File: src/rtl/game_pkg.sv
// Shared game constants and the player state encoding.
package game_pkg;

    localparam int SCREEN_W = 640;
    localparam int SCREEN_H = 480;
    localparam int Y_OFS    = 480;
    localparam int COORD_W  = 11;

    localparam int BULLET_W = 20;
    localparam int BULLET_H = 60;
    localparam int PLAYER_W = 40;
    localparam int PLAYER_H = 40;

    typedef enum logic [1:0] {
        ALIVE     = 2'd0,
        INVUL     = 2'd1,
        GAME_OVER = 2'd2
    } player_state_t;

endpackage

File: src/rtl/rect_overlap.sv
// Combinational axis-aligned rectangle intersection test.
// Strict compares: rectangles that only share an edge do not overlap.
// The coordinates are 11 bits wide and carry 10-bit positions, so the
// position-plus-size sums cannot wrap.
module rect_overlap
    import game_pkg::*;
#(
    parameter int A_W = PLAYER_W,
    parameter int A_H = PLAYER_H,
    parameter int B_W = BULLET_W,
    parameter int B_H = BULLET_H
) (
    input  logic [COORD_W-1:0] a_x,
    input  logic [COORD_W-1:0] a_y,
    input  logic [COORD_W-1:0] b_x,
    input  logic [COORD_W-1:0] b_y,
    output logic               overlap
);

    logic [COORD_W-1:0] a_right;
    logic [COORD_W-1:0] a_bottom;
    logic [COORD_W-1:0] b_right;
    logic [COORD_W-1:0] b_bottom;

    // Far edges of both rectangles, then the four separating-axis tests.
    always_comb begin
        a_right  = a_x + COORD_W'(A_W);
        a_bottom = a_y + COORD_W'(A_H);
        b_right  = b_x + COORD_W'(B_W);
        b_bottom = b_y + COORD_W'(B_H);
        overlap  = (b_x < a_right) && (a_x < b_right) &&
                   (b_y < a_bottom) && (a_y < b_bottom);
    end

endmodule

File: src/rtl/player_hit_manager.sv
// Player hit manager: boss bullet vs. player hitbox once per frame, plus
// lives, post-hit invulnerability, sprite blink and sticky game-over.
module player_hit_manager
    import game_pkg::*;
#(
    parameter int LIVES_INIT   = 3,
    parameter int INVUL_FRAMES = 120,
    parameter int BLINK_LOG2   = 3
) (
    input  logic       clk,
    input  logic       rst,
    input  logic       frame_tick,
    input  logic       restart,
    input  logic [9:0] player_x,
    input  logic [9:0] player_y,
    input  logic [9:0] bb_x,
    input  logic [9:0] bb_y,
    input  logic       bullet_active,
    output logic       collide,
    output logic       hit_pulse,
    output logic [2:0] lives,
    output logic       invincible,
    output logic       player_visible,
    output logic       game_over
);

    player_state_t      state, state_n;
    logic [7:0]         inv_cnt, inv_cnt_n;
    logic [2:0]         lives_n;
    logic               collide_n;
    logic               hit_pulse_n;

    logic [COORD_W-1:0] bullet_row;
    logic               bullet_on_screen;
    logic               rect_hit;
    logic               overlap;
    logic               hit;

    // Bullet y arrives offset by Y_OFS; rows above the offset are off-screen.
    always_comb begin
        bullet_on_screen = (bb_y >= 10'(Y_OFS));
        bullet_row       = {1'b0, bb_y} - COORD_W'(Y_OFS);
    end

    rect_overlap #(
        .A_W (PLAYER_W),
        .A_H (PLAYER_H),
        .B_W (BULLET_W),
        .B_H (BULLET_H)
    ) u_overlap (
        .a_x     ({1'b0, player_x}),
        .a_y     ({1'b0, player_y}),
        .b_x     ({1'b0, bb_x}),
        .b_y     (bullet_row),
        .overlap (rect_hit)
    );

    assign overlap = rect_hit & bullet_on_screen;
    assign hit     = frame_tick & bullet_active & overlap & ~collide;

    // State, counters and flags; asynchronous reset returns everything to power-on values.
    always_ff @(posedge clk or posedge rst) begin
        if (rst) begin
            state     <= ALIVE;
            lives     <= 3'(LIVES_INIT);
            inv_cnt   <= 8'd0;
            collide   <= 1'b0;
            hit_pulse <= 1'b0;
        end else begin
            state     <= state_n;
            lives     <= lives_n;
            inv_cnt   <= inv_cnt_n;
            collide   <= collide_n;
            hit_pulse <= hit_pulse_n;
        end
    end

    // Next-state logic: hit handling, invulnerability countdown, restart.
    always_comb begin
        state_n     = state;
        lives_n     = lives;
        inv_cnt_n   = inv_cnt;
        collide_n   = collide;
        hit_pulse_n = 1'b0;

        case (state)
            ALIVE: begin
                if (hit) begin
                    collide_n   = 1'b1;
                    hit_pulse_n = 1'b1;
                    lives_n     = (lives == 3'd0) ? 3'd0 : lives - 3'd1;
                    if (lives <= 3'd1) begin
                        state_n = GAME_OVER;
                    end else begin
                        state_n   = INVUL;
                        inv_cnt_n = 8'(INVUL_FRAMES);
                    end
                end
            end
            INVUL: begin
                if (frame_tick) begin
                    // The bullet is absorbed but costs nothing while invulnerable.
                    if (hit) begin
                        collide_n = 1'b1;
                    end
                    inv_cnt_n = inv_cnt - 8'd1;
                    if (inv_cnt == 8'd1) begin
                        state_n = ALIVE;
                    end
                end
            end
            GAME_OVER: begin
                if (restart) begin
                    state_n   = ALIVE;
                    lives_n   = 3'(LIVES_INIT);
                    collide_n = 1'b0;
                    inv_cnt_n = 8'd0;
                end
            end
            default: begin
                state_n = ALIVE;
            end
        endcase

        // A bullet no longer in flight releases the collide handshake.
        if (!bullet_active) begin
            collide_n = 1'b0;
        end
    end

    // Status outputs decoded from the registered state.
    always_comb begin
        invincible = (state == INVUL);
        game_over  = (state == GAME_OVER);
        case (state)
            ALIVE:   player_visible = 1'b1;
            INVUL:   player_visible = ~inv_cnt[BLINK_LOG2];
            default: player_visible = 1'b0;
        endcase
    end

endmodule

File: config.mk
export PLATFORM = sky130hd
export DESIGN_NAME = player_hit_manager
export DESIGN_NICKNAME = d
export VERILOG_FILES = /design/src/rtl/game_pkg.sv /design/src/rtl/rect_overlap.sv /design/src/rtl/player_hit_manager.sv
export SDC_FILE = /design/constraint.sdc
export NUM_CORES = 1
export LEC_CHECK = 0
export BUFFER_PORTS_ARGS = -buffer_cell sky130_fd_sc_hd__buf_2
export CORE_ASPECT_RATIO = 1.75
export CORE_MARGIN = 2
export CORE_UTILIZATION = 50
export CTS_CLUSTER_DIAMETER = 120
export DETAILED_ROUTE_END_ITERATION = 8
export PLACE_DENSITY_LB_ADDON = 0.08
export SLEW_MARGIN = 25
export SYNTH_ARGS = -nofsm -noshare
export SYNTH_HDL_FRONTEND = slang
export SYNTH_SLANG_ARGS = --single-unit
File: constraint.sdc
create_clock -name clk -period 1.97 [get_ports clk]
set_input_delay 0.2955 -clock clk [delete_from_list [all_inputs] [get_ports clk]]
set_output_delay 0.2955 -clock clk [all_outputs]
set_load 0.01 [all_outputs]
== Word-level counts from Yosys, hierarchy flattened ==
Cells that the tools add are included.
Operators by class
  bitwise logic cells: 6
  muxes and demuxes: 23
  divide/modulo/power cells: 0
  add/sub/neg operators: 7
  multipliers: 0
  reduce and logical (&&, ||, !) cells: 11
  shift-type cells: 0
  equal/unequal tests: 11
  $lt $le $gt $ge: 6
Operator list (number)
  10-bit by 11-bit less-than comparator with 1-bit output: 3
  8-bit 2-to-1 mux: 4
  8-bit one-hot mux with 3 select lines: 1
  10-bit by 6-bit adder with 11-bit output (second input constant): 2
  10-bit by 5-bit adder with 11-bit output (second input constant): 1
  11-bit by 6-bit adder with 11-bit output (second input constant): 1
  11-bit less-than comparator: 1
  10-bit by 9-bit subtractor with 11-bit output (second input constant): 1
  10-bit by 9-bit >= comparator with 1-bit output (second input constant): 1
  2-bit 2-to-1 mux: 5
  3-bit 2-to-1 mux: 3
  8-bit by 1-bit == test with 1-bit output (second input constant): 1
  2-bit inequality test (second input constant): 4
  8-bit by 1-bit subtractor with 8-bit output (second input constant): 1
  1-bit 2-to-1 mux: 6
  3-bit inequality test (second input constant): 2
  2-bit one-hot mux with 3 select lines: 1
  3-bit one-hot mux with 2 select lines: 1
  3-bit AND reduction: 2
  5-bit AND reduction: 1
  1-bit AND: 4
  4-bit by 1-bit inequality test with 1-bit output (second input constant): 1
  4-bit AND reduction: 1
  3-bit by 1-bit <= comparator with 1-bit output (second input constant): 1
  12 further kinds: 15
Storage, ports and cells
  word-level logic and storage cells: 69
  RAM bits: 0
  memories: 0
  ROM bits: 0
  latch bits: 0
  output and inout bits: 8
  register bits: 15
  input bits: 45

== Longest topological paths before layout ==
Gate-level depths: netlist of the first run.
  depth after elaboration: 12
  mapped depth: 15
  depth with buffers taken out: 14

== By module ==
Synthesis of the first run repeated with hierarchy kept, for this count alone.
Unflattened totals
  cells, all modules: 300
  area total of the unflattened synthesis: 2476.1 µm²
By module, submodules not included
  rect_overlap: cells an instance 174, instances 1, area an instance 1343.8 µm², sequential area each 0.0 µm²
  player_hit_manager: cells an instance 126, instances 1, area an instance 1132.3 µm², sequential area each 377.9 µm²

== Worst setup path before layout of the first run ==
No wires, ideal clock.
  path kind: input to register
  from: input port bb_y[2]
  to: register state[0]
  stages on the path: 14
  library setup time: 78 ps
  slack: -979 ps
  required time: 1892 ps
  buffers on the path: 1
  arrival time: 2871 ps
  cell sequence: inv_1 > ha_1 > nor2b_1 > a211oi_1 > xnor2_1 > ha_1 > a21o_1 > a21oi_1 > a32oi_1 > nor2_1 > or4b_1 > buf_2 > or3_1 > o2bb2ai_1
On the way
  cells in the longest elaborated chain, start to end: 9
  elaborated cells between the ends (all ways): 12
  classes of those cells: add/sub (2); order compare (3); eq/ne (1); bitwise (3); reduce/logical (3)
Ends and longest elaborated chain
  start: declaration: RTL line player_hit_manager.sv:17  | input logic [9:0] bb_y,
  10-bit by 9-bit subtractor with 11-bit output: RTL line player_hit_manager.sv:42  | bullet_row = {1'b0, bb_y} - COORD_W'(Y_OFS);
  11-bit by 6-bit adder with 11-bit output or 11-bit less-than comparator (tied branches): RTL line rect_overlap.sv:30, rect_overlap.sv:32
  10-bit by 11-bit less-than comparator with 1-bit output or 1-bit logical AND (tied branches): RTL line rect_overlap.sv:32, rect_overlap.sv:31
  1-bit logical AND: RTL line rect_overlap.sv:32  | (b_y < a_bottom) && (a_y < b_bottom);
  1-bit AND *: RTL line player_hit_manager.sv:58  | assign overlap = rect_hit & bullet_on_screen;
  1-bit AND * (2 in a row): RTL line player_hit_manager.sv:59  | assign hit = frame_tick & bullet_active & overlap & ~collide;
  2-bit inequality test (no line) *
  4-bit AND reduction (no line) *
  end signal: assignment: RTL line player_hit_manager.sv:70  | state <= state_n;
  end: declaration: RTL line player_hit_manager.sv:27  | player_state_t state, state_n;
Every way passes the cells marked *; elsewhere a longest branch is shown, timed or not.
A chain may end at the register's enable or synchronous reset.

== Final worst setup path of the first run ==
  from: input port bb_y[4]
  to: register inv_cnt[5]
On the way
  cells in the longest elaborated chain, start to end: 9
  elaborated cells between the ends (all ways): 12
  classes of those cells: add/sub (2); order compare (3); eq/ne (1); bitwise (3); reduce/logical (3)
Ends and longest elaborated chain
  10-bit by 9-bit subtractor with 11-bit output: RTL line player_hit_manager.sv:42
  11-bit by 6-bit adder with 11-bit output or 11-bit less-than comparator (tied branches): RTL line rect_overlap.sv:30, rect_overlap.sv:32
  10-bit by 11-bit less-than comparator with 1-bit output or 1-bit logical AND (tied branches): RTL line rect_overlap.sv:32, rect_overlap.sv:31
  1-bit logical AND: RTL line rect_overlap.sv:32
  1-bit AND *: RTL line player_hit_manager.sv:58
  1-bit AND * (2 in a row): RTL line player_hit_manager.sv:59
  2-bit inequality test (no line) *
  5-bit AND reduction (no line) *
  end signal: assignment: RTL line player_hit_manager.sv:72  | inv_cnt <= inv_cnt_n;
  end: declaration: RTL line player_hit_manager.sv:28  | logic [7:0] inv_cnt, inv_cnt_n;
Marks and branches as above.

==> results.py, run 1 <==
metrics = {
    "run_status": {
        "outcome": "finished with violations",
        "violations": "setup timing",
    },
    "clocking": {
        "ctsRootBufferMaster": "clkbuf_8",
        "clock_sinks": 15,
        "cts_tree": "done",
        "worst_skew_pair.late_latency_ns": 0.25,
        "htreeDepth": 1,
        "numCtsBuffers": 3,
        "clk_path_buf_depth": 2,
        "path_clk_slew_ns": 0.06,
    },
    "grt": {
        "antenna_found_initial": 0,
        "grt_pass1_wl_mm": 11.2,
        "track_usage_pct": 26.3,
        "grt_overflow": 0,
        "grt_max_degree": 16,
        "grt_pass1_vias": 2831,
    },
    "logic_synthesis": {
        "synth.distinct_cells": 48,
        "yosysWarnings": 0,
        "ys.flop_type": "dfrtp_1",
        "synth_top_area_share_pct": 27.4,
        "synth_top_area_cell": "ha_1",
        "ys_ff_latch": 15,
        "syn-num-nets": 388,
        "synth_edf_count": 0,
        "syn_inst": 292,
        "netlist_area_um2": 2330,
        "yosysSeqAreaShare_pct": 16.2,
        "synth_area_per_cell_um2": 7.97,
        "synthArstFlopShare_pct": 100,
        "yosys-top-cells-area": "ha_1 (27%), dfrtp_1 (14%), a21oi_1 (5.2%)",
    },
    "floorplanning": {
        "die_h_um": 94.3,
        "row_count": 32,
        "io_pins": 53,
        "die_area_um2": 5240,
        "start_util_pct": 52.4,
        "coreArea_um2": 4440,
        "die_w_um": 55.6,
    },
    "layout": {
        "final_util_pct": 83.5,
        "instances_no_fill": 466,
        "area_growth_syn_to_layout_pct": 59.4,
        "diodes": 0,
        "seq_area_um2": 378,
        "multi_input_area_um2": 2230,
        "drive_above_1_share_pct": 45.5,
        "layout_common_cells": "buf_4 (69), ha_1 (43), buf_2 (42), nand2_1 (26), inv_1 (24)",
        "nets": 512,
        "final_common_cell": "buf_4",
        "fillers": 282,
    },
    "place": {
        "numPortBuffers": 52,
        "gp_congestion": 0.875,
        "post-place-cells": 451,
        "hpwl_mm": 5.32,
    },
    "sta": {
        "fmax_mhz": 364,
        "skew_ns": 0.00489,
        "final-setup-viol-count": 15,
        "rsz0062_at_grt": "true",
        "fin_crit_ns": 2.75,
        "setup_ws_ns": -0.779,
        "tightest_slew_ns": 0.671,
        "hold_violations": 0,
        "fin_crit_sh_pct": 140,
        "max_slew_margin_pct": 54.9,
        "slew_viol_final": 0,
    },
    "drt": {
        "first_pass_iters": 4,
        "drtIter0Drc": 117,
        "viasPerCell": 5.69,
        "remaining_drc_errors": 0,
        "vias": 2653,
        "antenna_left": 0,
        "routed_wl_mm": 7.13,
        "wl_per_cell_um": 15.3,
    },
    "critical_path": {
        "crit_type": "in2reg",
        "cp.required_ns": 2.10,
        "cp.arrival_ns": 2.88,
        "crit_fanout": 7,
        "critPathLaunch": "bb_y[4]",
        "startpoint_type": "input port",
        "r2r-start": "state[1]",
        "worstSetupEndpointType": "register",
    },
    "power_and_ir_drop": {
        "p_leak_nw": 1.78,
        "peakVddDrop_mv": 0.578,
        "powerDensity_nw_per_um2": 593,
    },
    "run": {
        "maxCapViolCount": 0,
    },
    "worst_hold_path": {
        "hp-class": "in2async",
    },
}
-- metal layers --
| layer | global-route usage, % | part of all wire (%) | vias to the layer above |
|---|---|---|---|
| li1 | - | - | 1293 |
| met1 | 23.9 | 36 | 1243 |
| met2 | 53.8 | 57 | 90 |
| met3 | 2.20 | 3.1 | 27 |
| met4 | 16.5 | 3.8 | 0 |
| met5 | 0 | 0 | - |
-- final cells by class --
| class | count | area share [%] |
|---|---|---|
| flip-flops and latches | 15 | 10.2 |
| inverters | 28 | 2.97 |
| well taps | 51 | 1.72 |
| clock buffers | 4 | 1.21 |
| multi-input cells | 245 | 60.2 |
| repair buffers | 123 | 23.7 |
-- stage by stage --
step	power [mW]	setup slack, ns	cell area [um2]	TNS [ns]	hold slack, ns
after floorplan	1.21	-0.821	2410	-9.93	0.196
after global placement	1.64	-1.18	3160	-15.33	0.374
after detailed placement	1.67	-1.21	3160	-16.26	0.378
after CTS	2.07	-0.751	3560	-9.87	0.114
after global routing	2.37	-0.898	3710	-12.34	0.167
final	2.20	-0.779	3710	-10.54	0.103
-- synth_stat cells (all sizes together) (9+ instances only) --
master  count
a21oi      25
nor2       20
nand3      10
xnor2      12
inv        28
ha         51
o21ai      18
xor2       13
nand2b      9
nand2      26
dfrtp      13
-- kinds of logic after synthesis --
kind of cell	Yosys count	share of synthesized area, %
compound gates	77	21.5
fa+ha+maj	51	27.4
mux	2	0.913
buf+inv	32	5.27
flops	15	16.2
simple gates	90	19.3
xor+xnor	25	9.40
-- report_power, final --
part | leakage [nW] | internal [mW] | total (mW) | switching [mW]
combinational | 1.57 | 0.665 | 1.42 | 0.759
sequential | 0.189 | 0.413 | 0.525 | 0.112
clock | 0.0228 | 0.143 | 0.250 | 0.106
total | 1.78 | 1.22 | 2.20 | 0.978
-- worst paths after layout --
path                       slack [ns]         end  cells past startpoint
hold / removal                   0.10  inv_cnt[5]                      2
max in group asynchronous        1.48     collide                      2
hold reg to reg                  0.47    lives[1]                      2
setup reg to reg                -0.44  inv_cnt[5]                      7
setup / recovery                -0.78  inv_cnt[5]                     13
min in group clk                 0.29     collide                      3
-- worst max-delay path, cell delays in order --
cell	delay (ns)
buf_6	0.09
or3_4	0.41
a21oi_4	0.15
nor2_2	0.06
xnor2_2	0.13
ha_1	0.35
nand3_2	0.09
a211o_1	0.26
a32oi_2	0.28
nor4_4	0.08
a21oi_4	0.27
o31ai_1	0.10
a221o_1	0.30
-- state kept, by name (all words and copies together), names as in the netlist --
signal,count
inv_cnt,8
lives,3
state,2
collide,1
hit_pulse,1
-- what timing repair did --
item / CTS / global route
resized for setup: 62 / 32
pin swaps: 25 / 16
buffers inserted: 9 / 2
hold buffers: 0 / 0
cloned: 0 / 0
endpoints found under the setup margin: 15 / 15
Power figures use the tool's default switching activity.
==> run 2, diff against run 1 <==
==> constraint.sdc (replaced) <==
create_clock -name clk -period 2.5 [get_ports clk]
set_input_delay 0.375 -clock clk [delete_from_list [all_inputs] [get_ports clk]]
set_output_delay 0.375 -clock clk [all_outputs]
set_load 0.05 [all_outputs]
==> run 2 against run 1 <==
  * The run still ends with setup timing left
  * Combinational power down 18%
  * Critical path depth up 1
  * Sequential share of layout area up 0.37 points
  * Setup slack better by 0.39 ns
  * Cell area down 3.5%
  * Total power down 19%
  * Register-to-register slack better by 0.44 ns
  * Clock-buffer cell count unchanged
  * Non-clock buffer count down 10
  * Die area unchanged
  * Sequential power down 20%
  * Routed wire length down 3.1%
  * Largest cell class unchanged
==> results.py, run 2 (synthesized netlist as in run 1, its figures left out) <==
metrics = {
    "sta": {
        "fin_crit_sh_pct": 115,
        "hold_ws_ns": 0.193,
        "skew_ns": 0.00812,
        "slew_viol_final": 0,
        "tightest_slew_ns": 0.611,
        "final-setup-viol-count": 15,
        "hold_violations": 0,
        "max_slew_margin_pct": 59.2,
        "rsz0062_at_grt": "true",
        "fin_crit_ns": 2.89,
        "setup_tns_ns": -3.98,
        "setup_ws_ns": -0.387,
        "fmax_mhz": 346,
    },
    "critical_path": {
        "worstSetupEndpointType": "register",
        "critPathMaxStageDelay_ns": 0.48,
        "crit_chain": "buf_8 -> inv_4 -> ha_4 -> nor2b_4 -> a211oi_4 -> xnor2_2 -> ha_1 -> a21o_1 -> a21oi_2 -> a32oi_2 -> nor2_1 -> or4b_4 -> or3_4 -> o2bb2ai_2",
        "crit_type": "in2reg",
        "crit_fanout": 3,
        "reg2reg_to": "inv_cnt[3]",
        "r2r-start": "state[0]",
        "critPathLaunch": "bb_y[3]",
        "cp.required_ns": 2.67,
        "cp.arrival_ns": 3.06,
        "reg2reg_depth": 8,
        "reg2reg_slack_ns": 0,
        "startpoint_type": "input port",
        "crit_path_end": "state[0]",
        "crit_slowest_cell": "or4b_4",
    },
    "grt": {
        "antenna_found_initial": 0,
        "grt_max_degree": 16,
        "grt_overflow": 0,
        "grt_pass1_wl_mm": 11.6,
        "track_usage_pct": 27.1,
        "grt_pass1_vias": 2735,
    },
    "clocking": {
        "hold_buffers": 0,
        "clock_sinks": 15,
        "path_clk_slew_ns": 0.07,
        "ctsRootBufferMaster": "clkbuf_8",
        "cts_tree": "done",
        "worst_skew_pair.late_latency_ns": 0.25,
        "clk_path_buf_depth": 2,
        "numCtsBuffers": 3,
        "htreeDepth": 1,
    },
    "place": {
        "post-place-cells": 447,
        "numPortBuffers": 52,
        "gp_congestion": 0.869,
        "hpwl_mm": 5.36,
    },
    "power_and_ir_drop": {
        "powerDensity_nw_per_um2": 500,
        "combPwrFrac_pct": 65.3,
        "power_frac_seq_pct": 23.5,
        "p_clk_share_pct": 11.2,
        "p_leak_nw": 1.71,
        "peakVddDrop_mv": 0.535,
        "power.switching_mw": 0.863,
        "swShare_pct": 48.2,
        "p_int_mw": 0.927,
    },
    "floorplanning": {
        "row_count": 32,
        "die_h_um": 94.3,
        "die_area_um2": 5240,
        "coreArea_um2": 4440,
        "die_w_um": 55.6,
        "io_pins": 53,
        "start_util_pct": 52.4,
    },
    "layout": {
        "drive_above_1_share_pct": 43.0,
        "largestRegisters": "inv_cnt: 8 flops, lives: 3 flops, state: 2 flops",
        "layout_common_cells": "buf_4 (56), buf_2 (46), ha_1 (44), nand2_1 (25), inv_1 (24)",
        "largest_register_ffs": 8,
        "area_growth_syn_to_layout_pct": 53.8,
        "diodes": 0,
        "instances_no_fill": 456,
        "largest_register": "inv_cnt",
        "final_util_pct": 80.6,
        "final_common_cell": "buf_4",
        "nets": 502,
    },
    "run_status": {
        "outcome": "finished with violations",
        "violations": "setup timing",
    },
    "drt": {
        "wl_per_cell_um": 15.2,
        "first_pass_iters": 5,
        "drtIter0Drc": 77,
        "remaining_drc_errors": 0,
        "antenna_left": 0,
        "viasPerCell": 5.74,
        "vias": 2617,
        "routed_wl_mm": 6.91,
    },
    "worst_hold_path": {
        "hp-class": "in2async",
    },
    "run": {
        "maxCapViolCount": 0,
    },
}
-- run 2: worst min-delay path by stage --
stage / startpoint / endpoint / cells past startpoint
final: rst / collide / 2
after global routing: rst / inv_cnt[6] / 2
after CTS: rst / collide / 2
after detailed placement: rst / lives[2] / 2
after global placement: rst / hit_pulse / 2
after floorplan: rst / collide / 1
-- run 2: power groups by stage --
stage / Combinational, mW / Sequential [mW] / Clock (mW)
after floorplan: 0.594 / 0.473 / 0
after global placement: 0.974 / 0.408 / 0
after detailed placement: 0.996 / 0.411 / 0
after CTS: 1.08 / 0.409 / 0.198
after global routing: 1.28 / 0.435 / 0.209
final: 1.17 / 0.420 / 0.201
-- run 2: critical path: cells and delay by family --
kind,cells,cell delay (ns)
AOI/OAI and AO/OA,5,0.91
buffers and inverters,2,0.11
adders and majority gates,2,0.46
and+or+nand+nor,4,1.09
xor gates and xnor gates,1,0.11
-- run 2: what timing repair did --
action,in CTS,in global routing
buffers inserted,4,1
gates resized for setup,51,24
endpoints found under the hold margin,0,0
endpoints found under the setup margin,15,15
pin swaps,42,23
-- run 2: metrics by stage --
| stage | cell area [um2] | power [mW] | setup slack, ns |
|---|---|---|---|
| detailed placement | 3130 | 1.41 | -0.764 |
| CTS | 3460 | 1.69 | -0.362 |
| finish | 3580 | 1.79 | -0.387 |
| global placement | 3130 | 1.38 | -0.692 |
| floorplan | 2410 | 1.07 | -0.371 |
| global route | 3580 | 1.93 | -0.492 |
-- run 2: routing by layer --
layer	vias up	global-route usage (%)	wire length (um)
met5	-	0	0
li1	1283	-	-
met1	1236	26.9	2430
met2	80	55.7	3980
met4	0	11.6	246
met3	18	1.65	257
-- run 2: final cells by class --
cell class              count  area (um2)
repair buffers            113         782
fillers                   298         862
well taps                  51        63.8
clock buffers               4        45.0
multi-input cells         245        2200
flip-flops and latches     15         378
inverters                  28         113
==> run 3, diff against run 2 <==
CORE_UTILIZATION = 45   (was 50)
clock period = 2.8 ns   (was 2.5 ns; I/O delays follow)
==> run 3 against run 2 <==
  * The flow still finishes with violations (setup timing)
  * First-iteration DRC count shrank 12%
  * Sequential share of layout area grew 0.51 points
  * Clock power shrank 11%
  * Cell count shrank 0.44%
  * Critical path type unchanged
  * Critical endpoint unchanged
  * Largest cell class unchanged
==> results.py, run 3 (synthesized netlist as in run 1, its figures left out) <==
metrics = {
    "clocking": {
        "path_clk_slew_ns": 0.06,
        "worst_skew_pair.late_latency_ns": 0.25,
        "htreeDepth": 1,
        "numCtsBuffers": 3,
        "ctsRootBufferMaster": "clkbuf_8",
        "hold_buffers": 0,
        "clk_path_buf_depth": 2,
        "cts_tree": "done",
        "clock_sinks": 15,
    },
    "run": {
        "maxCapViolCount": 0,
    },
    "layout": {
        "largest_register_ffs": 8,
        "drive_above_1_share_pct": 40.0,
        "final_area_um2": 3420,
        "diodes": 0,
        "nets": 497,
        "layout_common_cells": "buf_4 (55), buf_2 (47), ha_1 (46), nand2_1 (25), inv_1 (25)",
        "instances_no_fill": 454,
        "final_util_pct": 68.6,
        "largest_register": "inv_cnt",
        "final_common_cell": "buf_4",
        "largestRegisters": "inv_cnt: 8 flops, lives: 3 flops, state: 2 flops",
        "area_growth_syn_to_layout_pct": 46.7,
    },
    "drt": {
        "first_pass_iters": 4,
        "viasPerCell": 5.61,
        "antenna_left": 0,
        "drtIter0Drc": 68,
        "routed_wl_mm": 6.38,
        "wl_per_cell_um": 14.0,
        "remaining_drc_errors": 0,
        "vias": 2546,
    },
    "floorplanning": {
        "die_w_um": 58.4,
        "row_count": 34,
        "start_util_pct": 46.8,
        "io_pins": 53,
        "die_area_um2": 5790,
        "coreArea_um2": 4980,
        "die_h_um": 99.2,
    },
    "worst_hold_path": {
        "hp-class": "in2async",
    },
    "critical_path": {
        "reg2reg_depth": 8,
        "cp.arrival_ns": 3.10,
        "crit_type": "in2reg",
        "cp_num_buf_inv": 3,
        "crit_chain": "buf_6 -> ha_4 -> xnor2_4 -> inv_2 -> nand2_2 -> nor2_2 -> xnor2_1 -> ha_1 -> buf_4 -> a21oi_2 -> a32oi_2 -> nor2_1 -> or4b_4 -> or3_4 -> o2bb2ai_2",
        "r2r-start": "state[0]",
        "crit_fanout": 5,
        "cp.required_ns": 2.98,
        "reg2reg_slack_ns": 0.47,
        "critPathMaxStageDelay_ns": 0.49,
        "startpoint_type": "input port",
        "reg2reg_to": "inv_cnt[3]",
        "crit_family": "simple AND/OR/NAND/NOR gates",
        "worstSetupEndpointType": "register",
        "crit_slowest_cell": "or4b_4",
    },
    "grt": {
        "grt_max_degree": 16,
        "grt_pass1_wl_mm": 10.5,
        "antenna_found_initial": 0,
        "grt_overflow": 0,
        "track_usage_pct": 22.7,
        "grt_pass1_vias": 2529,
    },
    "sta": {
        "fin_crit_ns": 2.93,
        "setup_tns_ns": -0.758,
        "max_slew_margin_pct": 60.9,
        "skew_ns": 0.000967,
        "fmax_mhz": 342,
        "hold_violations": 0,
        "setup_ws_ns": -0.126,
        "rsz0062_at_grt": "true",
        "slew_viol_final": 0,
        "fin_crit_sh_pct": 104,
        "tightest_slew_ns": 0.581,
        "final-setup-viol-count": 12,
    },
    "place": {
        "numPortBuffers": 52,
        "placedInstanceArea_um2": 3060,
        "gp_congestion": 0.835,
        "post-place-cells": 440,
        "hpwl_mm": 5.13,
    },
    "power_and_ir_drop": {
        "p_leak_nw": 1.66,
        "peakVddDrop_mv": 0.433,
        "p_total_mw": 1.53,
        "powerDensity_nw_per_um2": 448,
    },
    "run_status": {
        "outcome": "finished with violations",
        "violations": "setup timing",
    },
}
run 3: cell count changes in the layout (fill, tap and decap cells not counted), moves of 2 or more:
cell / previous run / this run
buf_8: 2 / 0
xnor2_1: 8 / 10
ha_4: 5 / 3
inv_2: 1 / 3
inv_4: 3 / 0
o31ai_1: 0 / 2
ha_1: 44 / 46
buf_6: 9 / 6
run 3: timing repair:
action                                  4_1_cts  5_1_grt
pin swaps                                    23       20
buffers inserted                              9        1
endpoints found under the setup margin       13       14
resized for setup                            25       26
run 3: layer usage:
layer	vias to the layer above	GRT usage (%)	share of wire, %
li1	1270	-	-
met1	1208	22.5	35
met2	53	45.7	59
met3	15	1.17	2.9
met4	0	9.12	2.8
met5	-	0	0
run 3: per-stage QoR:
| stage | setup slack, ns | hold slack, ns |
|---|---|---|
| 6_report | -0.126 | 0.223 |
| 5_1_grt | -0.259 | 0.282 |
| 4_1_cts | -0.129 | 0.245 |
| 3_3_place_gp | -0.447 | 0.477 |
| 2_1_floorplan | -0.116 | 0.320 |
| 3_5_place_dp | -0.476 | 0.490 |
run 3: how the worst max path moves through the flow:
stage,start,to,slack (ns),cells after the start
2_1_floorplan,bb_y[5],state[0],-0.12,13
3_3_place_gp,bb_y[5],inv_cnt[5],-0.45,13
3_5_place_dp,bb_y[6],inv_cnt[3],-0.48,13
4_1_cts,bb_y[4],inv_cnt[3],-0.13,13
5_1_grt,bb_y[7],state[0],-0.26,15
6_report,bb_y[6],state[0],-0.13,15
run 3: power breakdown:
group | switching [mW] | internal, mW | leakage [nW]
Sequential | 0.0787 | 0.291 | 0.189
Clock | 0.0768 | 0.101 | 0.0228
Combinational | 0.571 | 0.413 | 1.45
Total | 0.726 | 0.805 | 1.66
run 3: final cells by class:
type | instances | area [um2]
Clock buffer | 4 | 45.0
Sequential cell | 15 | 378
Fill cell | 440 | 1560
Inverter | 28 | 105
Multi-Input combinational cell | 245 | 2100
Timing Repair Buffer | 108 | 716
Tap cell | 54 | 67.6
